File: src/rtl/m68k_bus_pkg.sv
// m68k_bus_pkg: shared types and constants for the 68k CPU-side bus bridge.
//   bridge_state_e : IDLE / REQ / DONE access sequencing
//   FC_*           : 68k function code encodings
//   LANE_*         : bit positions inside a 16-bit byte-enable pair
//   HALF_*         : which 16-bit half a 32-bit word access uses (addr[1])
package m68k_bus_pkg;

  typedef enum logic [1:0] {
    ST_IDLE = 2'd0,
    ST_REQ  = 2'd1,
    ST_DONE = 2'd2
  } bridge_state_e;

  localparam logic [2:0] FC_USER_DATA = 3'd1;
  localparam logic [2:0] FC_USER_PROG = 3'd2;
  localparam logic [2:0] FC_SUPV_DATA = 3'd5;
  localparam logic [2:0] FC_SUPV_PROG = 3'd6;
  localparam logic [2:0] FC_CPU_SPACE = 3'd7;

  // Big-endian: the even byte (UDS, D15:8) is the MSB of a byte-enable pair.
  localparam int LANE_EVEN = 1;
  localparam int LANE_ODD  = 0;

  // addr[1] value selecting each half of a 32-bit memory word.
  localparam logic HALF_UPPER = 1'b0;
  localparam logic HALF_LOWER = 1'b1;

endpackage

File: src/rtl/m68k_lane_steer.sv
// m68k_lane_steer: combinational byte-lane steering between the 16-bit 68k
// data bus and a 16- or 32-bit memory data path.
//   addr1     : word-in-longword select (only meaningful for 32-bit memory)
//   uds, lds  : active-low byte strobes
//   cpu_wdata : core write data        -> wdata : memory write data
//   mem_rdata : memory read data       -> rdata : read data to the core
//   be        : active-high byte enables, MSB = lowest address
module m68k_lane_steer
  import m68k_bus_pkg::*;
#(
  parameter int MEM_DATA_WIDTH = 16
) (
  input  logic                        addr1,
  input  logic                        uds,
  input  logic                        lds,
  input  logic [15:0]                 cpu_wdata,
  input  logic [MEM_DATA_WIDTH-1:0]   mem_rdata,
  output logic [MEM_DATA_WIDTH/8-1:0] be,
  output logic [MEM_DATA_WIDTH-1:0]   wdata,
  output logic [15:0]                 rdata
);

  logic [1:0] be16;

  always_comb begin
    be16            = '0;
    be16[LANE_EVEN] = ~uds;
    be16[LANE_ODD]  = ~lds;
  end

  generate
    if (MEM_DATA_WIDTH == 32) begin : g_w32
      // Replicated write data lets the byte enables alone pick the half.
      assign be    = (addr1 == HALF_LOWER) ? {2'b00, be16} : {be16, 2'b00};
      assign wdata = {cpu_wdata, cpu_wdata};
      assign rdata = (addr1 == HALF_LOWER) ? mem_rdata[15:0] : mem_rdata[31:16];
    end else begin : g_w16
      logic unused_addr1;
      assign unused_addr1 = addr1;
      assign be    = be16;
      assign wdata = cpu_wdata;
      assign rdata = mem_rdata[15:0];
    end
  endgenerate

endmodule

File: src/rtl/m68k_bus_bridge.sv
// m68k_bus_bridge: 68k core-side bus to valid/ready memory bus bridge.
// The core is stalled through cpu_clk_en while an access is outstanding.
//   clk, reset_in      : clock, async active-high reset
//   clk_en             : global enable, gates cpu_clk_en
//   cpu_*              : core address/fc/strobes/direction/data, berr back
//   mem_valid/ready    : request handshake; mem_err qualified by mem_ready
//   mem_addr/fc/we/be/wdata : request fields, held stable through REQ
//   mem_rdata          : read data, steered onto cpu_data_in
// A REQ that sees no mem_ready for TIMEOUT_CYCLES cycles ends with a bus error.
module m68k_bus_bridge
  import m68k_bus_pkg::*;
#(
  parameter int ADDR_WIDTH     = 24,
  parameter int MEM_DATA_WIDTH = 16,
  parameter int TIMEOUT_CYCLES = 255,
  parameter int TIMEOUT_EN     = 1
) (
  input  logic                        clk,
  input  logic                        reset_in,
  input  logic                        clk_en,
  input  logic [31:0]                 cpu_addr,
  input  logic [2:0]                  cpu_fc,
  input  logic [15:0]                 cpu_data_out,
  input  logic                        cpu_uds,
  input  logic                        cpu_lds,
  input  logic                        cpu_read,
  input  logic                        cpu_write,
  output logic                        cpu_clk_en,
  output logic [15:0]                 cpu_data_in,
  output logic                        cpu_berr,
  output logic                        mem_valid,
  input  logic                        mem_ready,
  output logic [ADDR_WIDTH-1:0]       mem_addr,
  output logic [2:0]                  mem_fc,
  output logic                        mem_we,
  output logic [MEM_DATA_WIDTH/8-1:0] mem_be,
  output logic [MEM_DATA_WIDTH-1:0]   mem_wdata,
  input  logic [MEM_DATA_WIDTH-1:0]   mem_rdata,
  input  logic                        mem_err
);

  localparam int BW = MEM_DATA_WIDTH / 8;
  localparam int AL = $clog2(BW);  // address bits dropped for alignment

  bridge_state_e state, state_nxt;

  logic                      access, start, timeout;
  logic                      a1_q;
  logic [15:0]               tmo_cnt;
  logic                      st_a1;
  logic [BW-1:0]             st_be;
  logic [MEM_DATA_WIDTH-1:0] st_wdata;
  logic [15:0]               st_rdata;

  // cpu_read only mirrors cpu_write; addr[0] and the high bits are don't-care.
  logic unused_in;
  assign unused_in = ^{cpu_addr, cpu_read};

  assign access  = ~cpu_uds | ~cpu_lds;
  assign start   = clk_en & access;
  assign timeout = (TIMEOUT_EN != 0) && (tmo_cnt == 16'(TIMEOUT_CYCLES - 1));

  // Live addr[1] while latching the request, the latched copy for read data.
  assign st_a1 = (state == ST_IDLE) ? cpu_addr[1] : a1_q;

  m68k_lane_steer #(.MEM_DATA_WIDTH(MEM_DATA_WIDTH)) u_steer (
    .addr1     (st_a1),
    .uds       (cpu_uds),
    .lds       (cpu_lds),
    .cpu_wdata (cpu_data_out),
    .mem_rdata (mem_rdata),
    .be        (st_be),
    .wdata     (st_wdata),
    .rdata     (st_rdata)
  );

  // State register
  always_ff @(posedge clk or posedge reset_in) begin
    if (reset_in) state <= ST_IDLE;
    else          state <= state_nxt;
  end

  // Next state; mem_ready beats a same-cycle timeout.
  always_comb begin
    state_nxt = state;
    case (state)
      ST_IDLE: if (start)                state_nxt = ST_REQ;
      ST_REQ:  if (mem_ready || timeout) state_nxt = ST_DONE;
      ST_DONE: if (clk_en)               state_nxt = ST_IDLE;
      default:                           state_nxt = ST_IDLE;
    endcase
  end

  // Outputs decoded from state
  always_comb begin
    mem_valid  = 1'b0;
    cpu_clk_en = 1'b0;
    case (state)
      ST_IDLE: cpu_clk_en = clk_en & ~access;
      ST_REQ:  mem_valid  = 1'b1;
      ST_DONE: cpu_clk_en = clk_en;
      default: ;
    endcase
  end

  // Request latch, timeout counter, response capture
  always_ff @(posedge clk or posedge reset_in) begin
    if (reset_in) begin
      mem_addr    <= '0;
      mem_fc      <= '0;
      mem_we      <= 1'b0;
      mem_be      <= '0;
      mem_wdata   <= '0;
      a1_q        <= 1'b0;
      tmo_cnt     <= '0;
      cpu_data_in <= '0;
      cpu_berr    <= 1'b0;
    end else begin
      case (state)
        ST_IDLE: if (start) begin
          mem_addr  <= {cpu_addr[ADDR_WIDTH-1:AL], {AL{1'b0}}};
          mem_fc    <= cpu_fc;
          mem_we    <= cpu_write;
          mem_be    <= st_be;
          mem_wdata <= st_wdata;
          a1_q      <= cpu_addr[1];
          tmo_cnt   <= '0;
        end
        ST_REQ: begin
          tmo_cnt <= tmo_cnt + 16'd1;
          if (mem_ready) begin
            if (!mem_we) cpu_data_in <= st_rdata;
            cpu_berr <= mem_err;
          end else if (timeout) begin
            cpu_berr <= 1'b1;
          end
        end
        ST_DONE: if (clk_en) cpu_berr <= 1'b0;
        default: ;
      endcase
    end
  end

endmodule

File: config.mk
export PLATFORM = sky130hd
export DESIGN_NAME = m68k_bus_bridge
export DESIGN_NICKNAME = d
export VERILOG_FILES = /design/src/rtl/m68k_bus_pkg.sv /design/src/rtl/m68k_lane_steer.sv /design/src/rtl/m68k_bus_bridge.sv
export SDC_FILE = /design/constraint.sdc
export NUM_CORES = 1
export LEC_CHECK = 0
export CAP_MARGIN = 20
export CELL_PAD_IN_SITES_DETAIL_PLACEMENT = 1
export CELL_PAD_IN_SITES_GLOBAL_PLACEMENT = 2
export CORE_ASPECT_RATIO = 0.6
export CORE_MARGIN = 2
export CORE_UTILIZATION = 26
export CTS_BUF_LIST = sky130_fd_sc_hd__clkbuf_2
export DETAILED_ROUTE_END_ITERATION = 16
export PLACE_DENSITY_LB_ADDON = 0.1
export SLEW_MARGIN = 40
export SYNTH_ARGS = -nofsm -noshare
export SYNTH_HDL_FRONTEND = slang
export SYNTH_SLANG_ARGS = --single-unit
File: constraint.sdc
create_clock -name clk -period 2.79 [get_ports clk]
set_input_delay 0.558 -clock clk [delete_from_list [all_inputs] [get_ports clk]]
set_output_delay 0.558 -clock clk [all_outputs]
set_load 0.02 [all_outputs]
==> results of run 1 <==
area by class of cell:
type                            instances  area, sq um  share of cell area
Sequential cell                        80         2002              0.3986
Multi-Input combinational cell        228         1226              0.2441
Clock buffer                            9        45.04            0.008969
Timing Repair Buffer                  138         1384              0.2755
Inverter                                4        16.27            0.003239
Clock inverter                          7        142.6             0.02840
Tap cell                              165        206.4             0.04111
final timing paths:
kind | start | to | slack [ns]
worst min register to register | mem_addr[22] | mem_addr[22] | 0.50
max in group asynchronous | reset_in | mem_wdata[3] | 1.84
min in group clk | mem_addr[22] | mem_addr[22] | 0.50
worst max-delay path | clk_en | cpu_clk_en | 0.25
worst max register to register | tmo_cnt[0] | cpu_berr | 1.01
worst min-delay path | reset_in | state[0] | 0.33
worst max-delay path, delay by kind of cell:
family,cells,cell delay [ns]
buffers and inverters,2,1.12
and+or+nand+nor,2,0.31
layout by cell type (no fill, tap or decap), types with 2 or more instances in the layout:
cell	n
mux2_2	16
o31ai_1	3
nand3_1	5
dfrtp_1	80
o21ai_0	9
xnor2_1	2
inv_1	3
nand2_1	143
o211ai_1	3
clkinv_2	2
clkdlybuf4s50_1	129
buf_4	7
nor2_1	4
mux2i_1	5
buf_12	2
a21oi_1	4
nor2b_1	3
clkbuf_2	9
and4_1	3
nand4_1	4
ha_1	2
nor3_1	3
bufinv_16	4
report_power, final:
| part | leakage, nW | switching, W | internal (W) |
|---|---|---|---|
| sequential | 1.01 | 0.000290 | 0.00164 |
| clock | 0.106 | 0.000426 | 0.000479 |
| combinational | 1.21 | 0.00132 | 0.00121 |
| total | 2.33 | 0.00204 | 0.00332 |
metal layers:
layer	global-route usage	up-vias	routed length (microns)
met5	0	-	0
met4	0.02830	0	51
met3	0.08507	5	1193
met2	0.2119	96	3739
met1	0.1912	1329	4656
li1	-	1327	-
logic make-up after synthesis:
family | Yosys count | share of synthesized area
AND/OR/NAND/NOR | 177 | 0.2331
flip-flops | 80 | 0.6015
AO/OA/AOI/OAI | 24 | 0.04850
multiplexers | 21 | 0.06917
buffers and inverters | 19 | 0.03120
XOR/XNOR | 3 | 0.007896
adder cells (fa/ha/maj) | 2 | 0.007518
other | 1 | 0.001127
sequential cells by signal, summed over array words and instances, names as in the netlist:
signal / count
cpu_berr: 1
mem_addr: 23
state: 2
mem_be: 2
cpu_data_in: 16
mem_fc: 3
mem_wdata: 16
tmo_cnt: 16
mem_we: 1
through the flow:
stage	total power (W)	worst slack, ns
floorplan	0.003186	0.1803
global placement	0.004468	0.2587
detailed placement	0.004521	0.2456
CTS	0.005464	0.2390
global route	0.005748	0.1493
finish	0.005357	0.2540
==> flow_metrics.env, run 1 <==
export IMPL_finalHoldViolations=0
export IMPL_cts_reportedPaths_clkPinSlew_ns=0.23
export IMPL_avgSynthCellArea_sq_um=10.18
export IMPL_cp_end_kind="output pin"
export IMPL_status="finished clean"
export IMPL_worstSkewPairLatency_ns=0.52
export IMPL_cts_hold_fix_buffers=0
export IMPL_synth_seq_cells=80
export IMPL_wl_per_cell_microns=15.28
export IMPL_cts_tree="done"
export IMPL_setup_violations=0
export IMPL_yosysWarnings=0
export IMPL_crit_arrival_ns=1.98
export IMPL_async_flop_share=1.000
export IMPL_timing_fmax_mhz=394.3
export IMPL_hp_class="in -> async"
export IMPL_yosys_area_top_type_share=0.6015
export IMPL_drive_gt1_frac=0.1052
export IMPL_core_area_sq_mm=0.01226
export IMPL_drc=0
export IMPL_synth_most_common_cell="nand2_1"
export IMPL_period_needed_ns=2.536
export IMPL_die_area_sq_mm=0.01375
export IMPL_cpPeakStageDelay_ns=0.61
export IMPL_worstMarginPinSlew_ns=0.6363
export IMPL_synthToLayoutAreaGrowth_pct=50.90
export IMPL_power_density_mw_per_mm2=1067
export IMPL_fp_dieH_microns=91.64
export IMPL_slew_headroom=0.5758
export IMPL_drt_wl_total_microns=9641
export IMPL_num_rows=31
export IMPL_grt_pass1_vias=2999
export IMPL_slew_violations=0
export IMPL_firstDrtPassIters=4
export IMPL_port_buffer_count=129
export IMPL_chipWidth_microns=150.1
export IMPL_cts_made_buffers=9
export IMPL_postSynthNetCount=405
export IMPL_cts_sinks=80
export IMPL_vias=2757
export IMPL_critPathKind="in -> out"
export IMPL_drv_cap=0
export IMPL_drtIter0Drc=118
export IMPL_cp_cell_sequence="clkdlybuf4s50_1 -> nor2b_1 -> nor2b_1 -> clkdlybuf4s50_1"
export IMPL_synth_ff_type="dfrtp_1"
export IMPL_stdcell_count=631
export IMPL_final_antenna_net_count=0
export IMPL_r2r_cells=5
export IMPL_rsz0062_at_grt="no"
export IMPL_antenna_found_initial=0
export IMPL_cp_slowest_cell="clkdlybuf4s50_1"
export IMPL_crit_path_start_kind="input port"
export IMPL_design_area_sq_mm=0.005022
export IMPL_cts_buffer_depth=2
export IMPL_clock_skew_ns=0.02000
export IMPL_grtUsageTotal=0.1467
export IMPL_crit_required_ns=2.23
export IMPL_whs_ns=0.3342
export IMPL_post_place_cells=615
export IMPL_ys_types=39
export IMPL_n_fill_cell=1420
export IMPL_synth_common_cells="144 x nand2_1, 80 x dfrtp_1, 16 x mux2_2, 9 x o21ai_0, 8 x buf_2"
export IMPL_peakVddDrop_mv=0.4630
export IMPL_synth_area_leaders="dfrtp_1 60%, nand2_1 16%, mux2_2 5.4%"
export IMPL_post_route_period_util=0.9090
export IMPL_start_util=0.2715
export IMPL_p_leak_nw=2.326
export IMPL_syn_inst=327
export IMPL_postCtsSetupRepairBufs=0
export IMPL_syn_area_sq_mm=0.003328
export IMPL_finalSetupTns_ns=0
export IMPL_layout_nets=539
export IMPL_synth_edf_count=0
export IMPL_hpwl_microns=6851
export IMPL_worst_path_max_fanout=3
export IMPL_grt_ovfl_total=0
export IMPL_cts_htree_levels=3
export IMPL_grt_pass1_wl_microns=15600
export IMPL_synth_top_cell_by_area="dfrtp_1"
export IMPL_placed_area_sq_mm=0.004835
export IMPL_grt_max_degree=58
export IMPL_place_congestion=0.7231
export IMPL_seq_area_frac_synth=0.6015
export IMPL_cts_resized=0
export IMPL_cts_root_buf="clkbuf_2"
export IMPL_diodes=0
export IMPL_final_util=0.4098
export IMPL_vias_per_cell=4.369
export IMPL_io_pins=141
Note: power is estimated with default switching activity, not from simulation.
==> run 2, diff against run 1 <==
clock period = 2.6 ns   (was 2.79 ns; I/O delays follow)
==> run 2 against run 1 <==
Critical path depth stayed put. Non-clock buffer count is 2 higher. Cell count stayed put. Routed wire length is 0.34% higher. Total power is 3.1% higher. Clock power is 19% lower. Sequential cell count stayed put. Register-to-register slack worse by 0.24 ns. Sequential share of layout area is 0.46 points higher. Global-route usage is 0.16 points lower. Hold slack worse by 0.12 ns. Largest power group unchanged. Die area stayed put.
==> flow_metrics.env, run 2 (synthesis results as in run 1) <==
export IMPL_status="finished clean"
export IMPL_p_total_w=0.005523
export IMPL_cts_buffer_depth=2
export IMPL_fp_dieH_microns=91.64
export IMPL_grt_pass1_vias=2876
export IMPL_grt_ovfl_total=0
export IMPL_firstDrtPassIters=4
export IMPL_vias=2778
export IMPL_grtUsageMet3=0.07761
export IMPL_r2r_cells=5
export IMPL_worst_path_max_fanout=3
export IMPL_cpPeakStageDelay_ns=0.61
export IMPL_drtIter0Drc=109
export IMPL_placed_area_sq_mm=0.004850
export IMPL_setup_violations=0
export IMPL_chipWidth_microns=150.1
export IMPL_r2r_end="cpu_berr"
export IMPL_cp_slowest_cell="clkdlybuf4s50_1"
export IMPL_crit_arrival_ns=1.94
export IMPL_stdcell_count=631
export IMPL_layout_common_cells="143 x nand2_1, 128 x clkdlybuf4s50_1, 79 x dfrtp_1"
export IMPL_port_buffer_count=129
export IMPL_power_density_mw_per_mm2=1112
export IMPL_finalHoldViolations=0
export IMPL_core_area_sq_mm=0.01226
export IMPL_die_area_sq_mm=0.01375
export IMPL_clock_skew_ns=0.02618
export IMPL_grt_busiest_layer="met2"
export IMPL_drt_wl_total_microns=9674
export IMPL_rr_startpoint="tmo_cnt[0]"
export IMPL_drv_cap=0
export IMPL_cts_htree_levels=3
export IMPL_cp_end_kind="output pin"
export IMPL_wl_per_cell_microns=15.33
export IMPL_largest_reg_flops=23
export IMPL_grt_pass1_wl_microns=15360
export IMPL_regMostFlops="mem_addr"
export IMPL_io_pins=141
export IMPL_grtUsageTotal=0.1452
export IMPL_vias_per_cell=4.403
export IMPL_start_util=0.2715
export IMPL_timing_fmax_mhz=406.1
export IMPL_finalSetupTns_ns=0
export IMPL_post_place_cells=617
export IMPL_drive_gt1_frac=0.1052
export IMPL_diodes=0
export IMPL_period_needed_ns=2.462
export IMPL_whs_ns=0.2132
export IMPL_final_common_cell="nand2_1"
export IMPL_rsz0062_at_grt="no"
export IMPL_hp_class="in -> async"
export IMPL_hpwl_microns=7102
export IMPL_p_leak_nw=2.305
export IMPL_num_rows=31
export IMPL_grtUsageMet1=0.1972
export IMPL_critPathTopFamily="buffers and inverters"
export IMPL_cts_tree="done"
export IMPL_crit_required_ns=2.08
export IMPL_grt_max_degree=48
export IMPL_synthToLayoutAreaGrowth_pct=49.29
export IMPL_cts_reportedPaths_clkPinSlew_ns=0.23
export IMPL_use_met2=0.2036
export IMPL_final_antenna_net_count=0
export IMPL_design_area_sq_mm=0.004969
export IMPL_cts_sinks=80
export IMPL_critPathLaunch="clk_en"
export IMPL_drc=0
export IMPL_worstSkewPairLatency_ns=0.53
export IMPL_postCtsSetupRepairBufs=0
export IMPL_cts_root_buf="clkbuf_2"
export IMPL_place_congestion=0.7234
export IMPL_antenna_found_initial=0
export IMPL_slew_violations=0
export IMPL_peakVddDrop_mv=0.3875
export IMPL_layout_nets=541
export IMPL_cp_cell_sequence="clkdlybuf4s50_1 -> nor2b_1 -> nor2b_1 -> clkdlybuf4s50_1"
export IMPL_critPathKind="in -> out"
export IMPL_cp_depth=4
export IMPL_rrSetupSlack_ns=0.77
export IMPL_post_route_period_util=0.9470
export IMPL_path_buf_inv=2
export IMPL_cts_made_buffers=9
export IMPL_crit_path_start_kind="input port"
-- run 2: cell count changes in the layout (fill, tap and decap cells not counted) --
cell,change
buf_4,+2
clkinv_2,+1
dfrtp_2,+1
dlygate4sd2_1,+1
dfrtp_1,-1
clkinv_4,-1
clkdlybuf4s50_1,-1
bufinv_16,-2
inv_6,-1
clkinv_1,+1
-- run 2: layout make-up --
| type | count | area [sq um] |
|---|---|---|
| Fill cell | 1382 | 7288 |
| Sequential cell | 80 | 2003 |
| Timing Repair Buffer | 140 | 1398 |
| Multi-Input combinational cell | 228 | 1226 |
| Tap cell | 165 | 206.4 |
| Clock inverter | 5 | 73.82 |
| Clock buffer | 9 | 45.04 |
| Inverter | 4 | 16.27 |
-- run 2: where the power goes --
part           internal (W)  switching, W  total [W]  leakage [nW]
registers           0.00176      0.000316    0.00207          1.01
clock network      0.000302      0.000431   0.000733        0.0750
logic               0.00130       0.00142    0.00272          1.22
-- run 2: what timing repair did --
item / 4_1_cts / 5_1_grt
resized for setup: 1 / 1
hold buffers: 0 / 0
setup endpoints to repair: 1 / 1
-- run 2: worst reg2reg max path, cell delays in order, from the launching register on --
cell and delay, ns:
dfrtp_1 0.50, inv_1 0.10, ha_1 0.14, nor4b_1 0.34, a41oi_2 0.28, a2111oi_2 0.41
-- run 2: how the worst max path moves through the flow --
stage / endpoint
finish: cpu_clk_en
global route: cpu_clk_en
CTS: cpu_clk_en
detailed placement: cpu_clk_en
global placement: cpu_clk_en
floorplan: cpu_berr
-- run 2: metal layers --
layer,wire length (microns),share of wire
met5,0,0
met1,4670,0.48
met2,3854,0.40
met3,1077,0.11
met4,72,0.0074
-- run 2: through the flow --
stage                     utilization  worst slack, ns
final                          0.4054           0.1377
after global routing           0.4054         0.005614
after CTS                      0.4053          0.08127
after detailed placement       0.3957           0.1307
after global placement         0.3957           0.1353
after floorplan                     -          0.02826
==> run 3, diff against run 2 <==
==> constraint.sdc (replaced) <==
create_clock -name clk -period 2.6 [get_ports clk]
set_input_delay 0.52 -clock clk [delete_from_list [all_inputs] [get_ports clk]]
set_output_delay 0.52 -clock clk [all_outputs]
set_load 0.005 [all_outputs]
==> run 3 against run 2 <==
Sequential cell count unchanged. Hold slack gained 0.075 ns. Cell count grew 0.79%. Largest cell class unchanged. Non-clock buffer count up 3. Clock power is 21% higher.
==> flow_metrics.env, run 3 (synthesis results as in run 1) <==
export IMPL_status="finished clean"
export IMPL_grtUsageTotal=0.1496
export IMPL_diodes=0
export IMPL_r2r_cells=5
export IMPL_crit_arrival_ns=1.87
export IMPL_power_density_mw_per_mm2=1015
export IMPL_cts_resized=0
export IMPL_core_area_sq_mm=0.01226
export IMPL_postCtsSetupRepairBufs=0
export IMPL_crit_required_ns=2.08
export IMPL_cts_htree_levels=3
export IMPL_post_route_period_util=0.9200
export IMPL_grt_pass1_vias=2968
export IMPL_regArea_sq_mm=0.002002
export IMPL_slew_headroom=0.6307
export IMPL_grt_max_degree=38
export IMPL_cts_reportedPaths_clkPinSlew_ns=0.25
export IMPL_worst_path_max_fanout=3
export IMPL_hpwl_microns=7122
export IMPL_swShare=0.3194
export IMPL_n_fill_cell=1408
export IMPL_cts_hold_fix_buffers=0
export IMPL_p_int_w=0.003470
export IMPL_start_util=0.2715
export IMPL_largest_reg_flops=23
export IMPL_io_pins=141
export IMPL_seq_power_share=0.408
export IMPL_cp_end_kind="output pin"
export IMPL_regMostFlops="mem_addr"
export IMPL_cts_sinks=80
export IMPL_grt_ovfl_total=0
export IMPL_comb_power_share=0.419
export IMPL_finalHoldViolations=0
export IMPL_r2r_end="cpu_berr"
export IMPL_cp_slowest_cell="clkdlybuf4s50_1"
export IMPL_slew_violations=0
export IMPL_critPathKind="in -> out"
export IMPL_multi_input_area_sq_mm=0.001226
export IMPL_hp_class="in -> async"
export IMPL_cts_buffer_depth=2
export IMPL_place_congestion=0.7214
export IMPL_rsz0062_at_grt="no"
export IMPL_drv_cap=0
export IMPL_vias=2768
export IMPL_period_needed_ns=2.392
export IMPL_vias_per_cell=4.352
export IMPL_drtIter0Drc=77
export IMPL_peakVddDrop_mv=0.3493
export IMPL_clock_skew_ns=0.02217
export IMPL_final_antenna_net_count=0
export IMPL_final_util=0.4100
export IMPL_drive_gt1_frac=0.1146
export IMPL_layout_common_cells="143 x nand2_1, 129 x clkdlybuf4s50_1, 80 x dfrtp_1"
export IMPL_worstMarginPinSlew_ns=0.5533
export IMPL_cpPeakStageDelay_ns=0.51
export IMPL_setup_violations=0
export IMPL_crit_path_start_kind="input port"
export IMPL_port_buffer_count=129
export IMPL_fp_dieH_microns=91.64
export IMPL_finalSetupTns_ns=0
export IMPL_drc=0
export IMPL_die_area_sq_mm=0.01375
export IMPL_p_switching_w=0.001628
export IMPL_p_leak_nw=2.331
export IMPL_grt_pass1_wl_microns=15850
export IMPL_wl_per_cell_microns=15.41
export IMPL_clockPowerShare=0.174
export IMPL_cts_tree="done"
export IMPL_worstSkewPairLatency_ns=0.53
export IMPL_cts_made_buffers=9
export IMPL_cts_root_buf="clkbuf_2"
export IMPL_synthToLayoutAreaGrowth_pct=50.98
export IMPL_cp_cell_sequence="clkdlybuf4s50_1 -> nor2b_1 -> nor2b_1 -> clkdlybuf4s50_1"
export IMPL_num_rows=31
export IMPL_layout_nets=544
export IMPL_antenna_found_initial=0
export IMPL_final_common_cell="nand2_1"
export IMPL_rr_startpoint="tmo_cnt[0]"
export IMPL_rrSetupSlack_ns=0.71
export IMPL_chipWidth_microns=150.1
export IMPL_drt_wl_total_microns=9802
export IMPL_timing_fmax_mhz=418.1
export IMPL_firstDrtPassIters=4
-- run 3: cell count changes in the layout (fill, tap and decap cells not counted) --
| cell | change |
|---|---|
| buf_4 | +4 |
| clkinv_4 | +2 |
| buf_12 | -1 |
| bufinv_16 | +1 |
| clkdlybuf4s50_1 | +1 |
| clkinv_1 | -1 |
| clkinv_2 | -1 |
| clkinvlp_4 | +1 |
| dfrtp_1 | +1 |
| dfrtp_2 | -1 |
| dlygate4sd2_1 | -1 |
-- run 3: through the flow --
step                      worst slack, ns  power (W)  hold slack, ns  std cells  cell area, sq um
final                              0.2080   0.005098          0.2886        636              5025
after global routing              0.02201   0.005505          0.2631        636              5025
after CTS                          0.1648   0.005196          0.2562        636              5025
after detailed placement           0.2006   0.004280          0.4630        620              4860
after global placement             0.2659   0.004223          0.4563        620              4860
after floorplan                   0.02826   0.002841          0.4453        327              3328
-- run 3: routing by layer --
metal  up-vias  wire [microns]  GRT usage
met1      1325            4761     0.2031
met3         9            1174    0.08756
met4         0              76    0.03223
li1       1337               -          -
met5         -               0          0
met2        97            3790     0.2040
-- run 3: final cells by class --
type	instances	area share
sequential	80	0.3984
clock buffer	9	0.008964
timing repair buffer	143	0.2804
clock inverter	7	0.02390
tap	165	0.04109
multi-input combinational	228	0.2440
inverter	4	0.003237
-- run 3: power by group through the flow --
| stage | registers (W) | clock network [W] | logic, W |
|---|---|---|---|
| after floorplan | 0.00211 | 0 | 0.000728 |
| after global placement | 0.00207 | 0 | 0.00215 |
| after detailed placement | 0.00210 | 0 | 0.00218 |
| after CTS | 0.00209 | 0.000926 | 0.00218 |
| after global routing | 0.00216 | 0.000977 | 0.00237 |
| final | 0.00208 | 0.000885 | 0.00214 |
-- run 3: worst max path at each step --
stage	cells after the start	end	start
3_3_place_gp	4	cpu_clk_en	clk_en
6_report	4	cpu_clk_en	clk_en
5_1_grt	3	cpu_clk_en	state[0]
4_1_cts	3	cpu_clk_en	state[0]
2_1_floorplan	1	cpu_berr	reset_in
3_5_place_dp	4	cpu_clk_en	clk_en
-- run 3: worst max-delay path, delay by kind of cell --
kind,cells,cell delay [ns]
simple gates,2,0.34
buf+inv,2,1.02
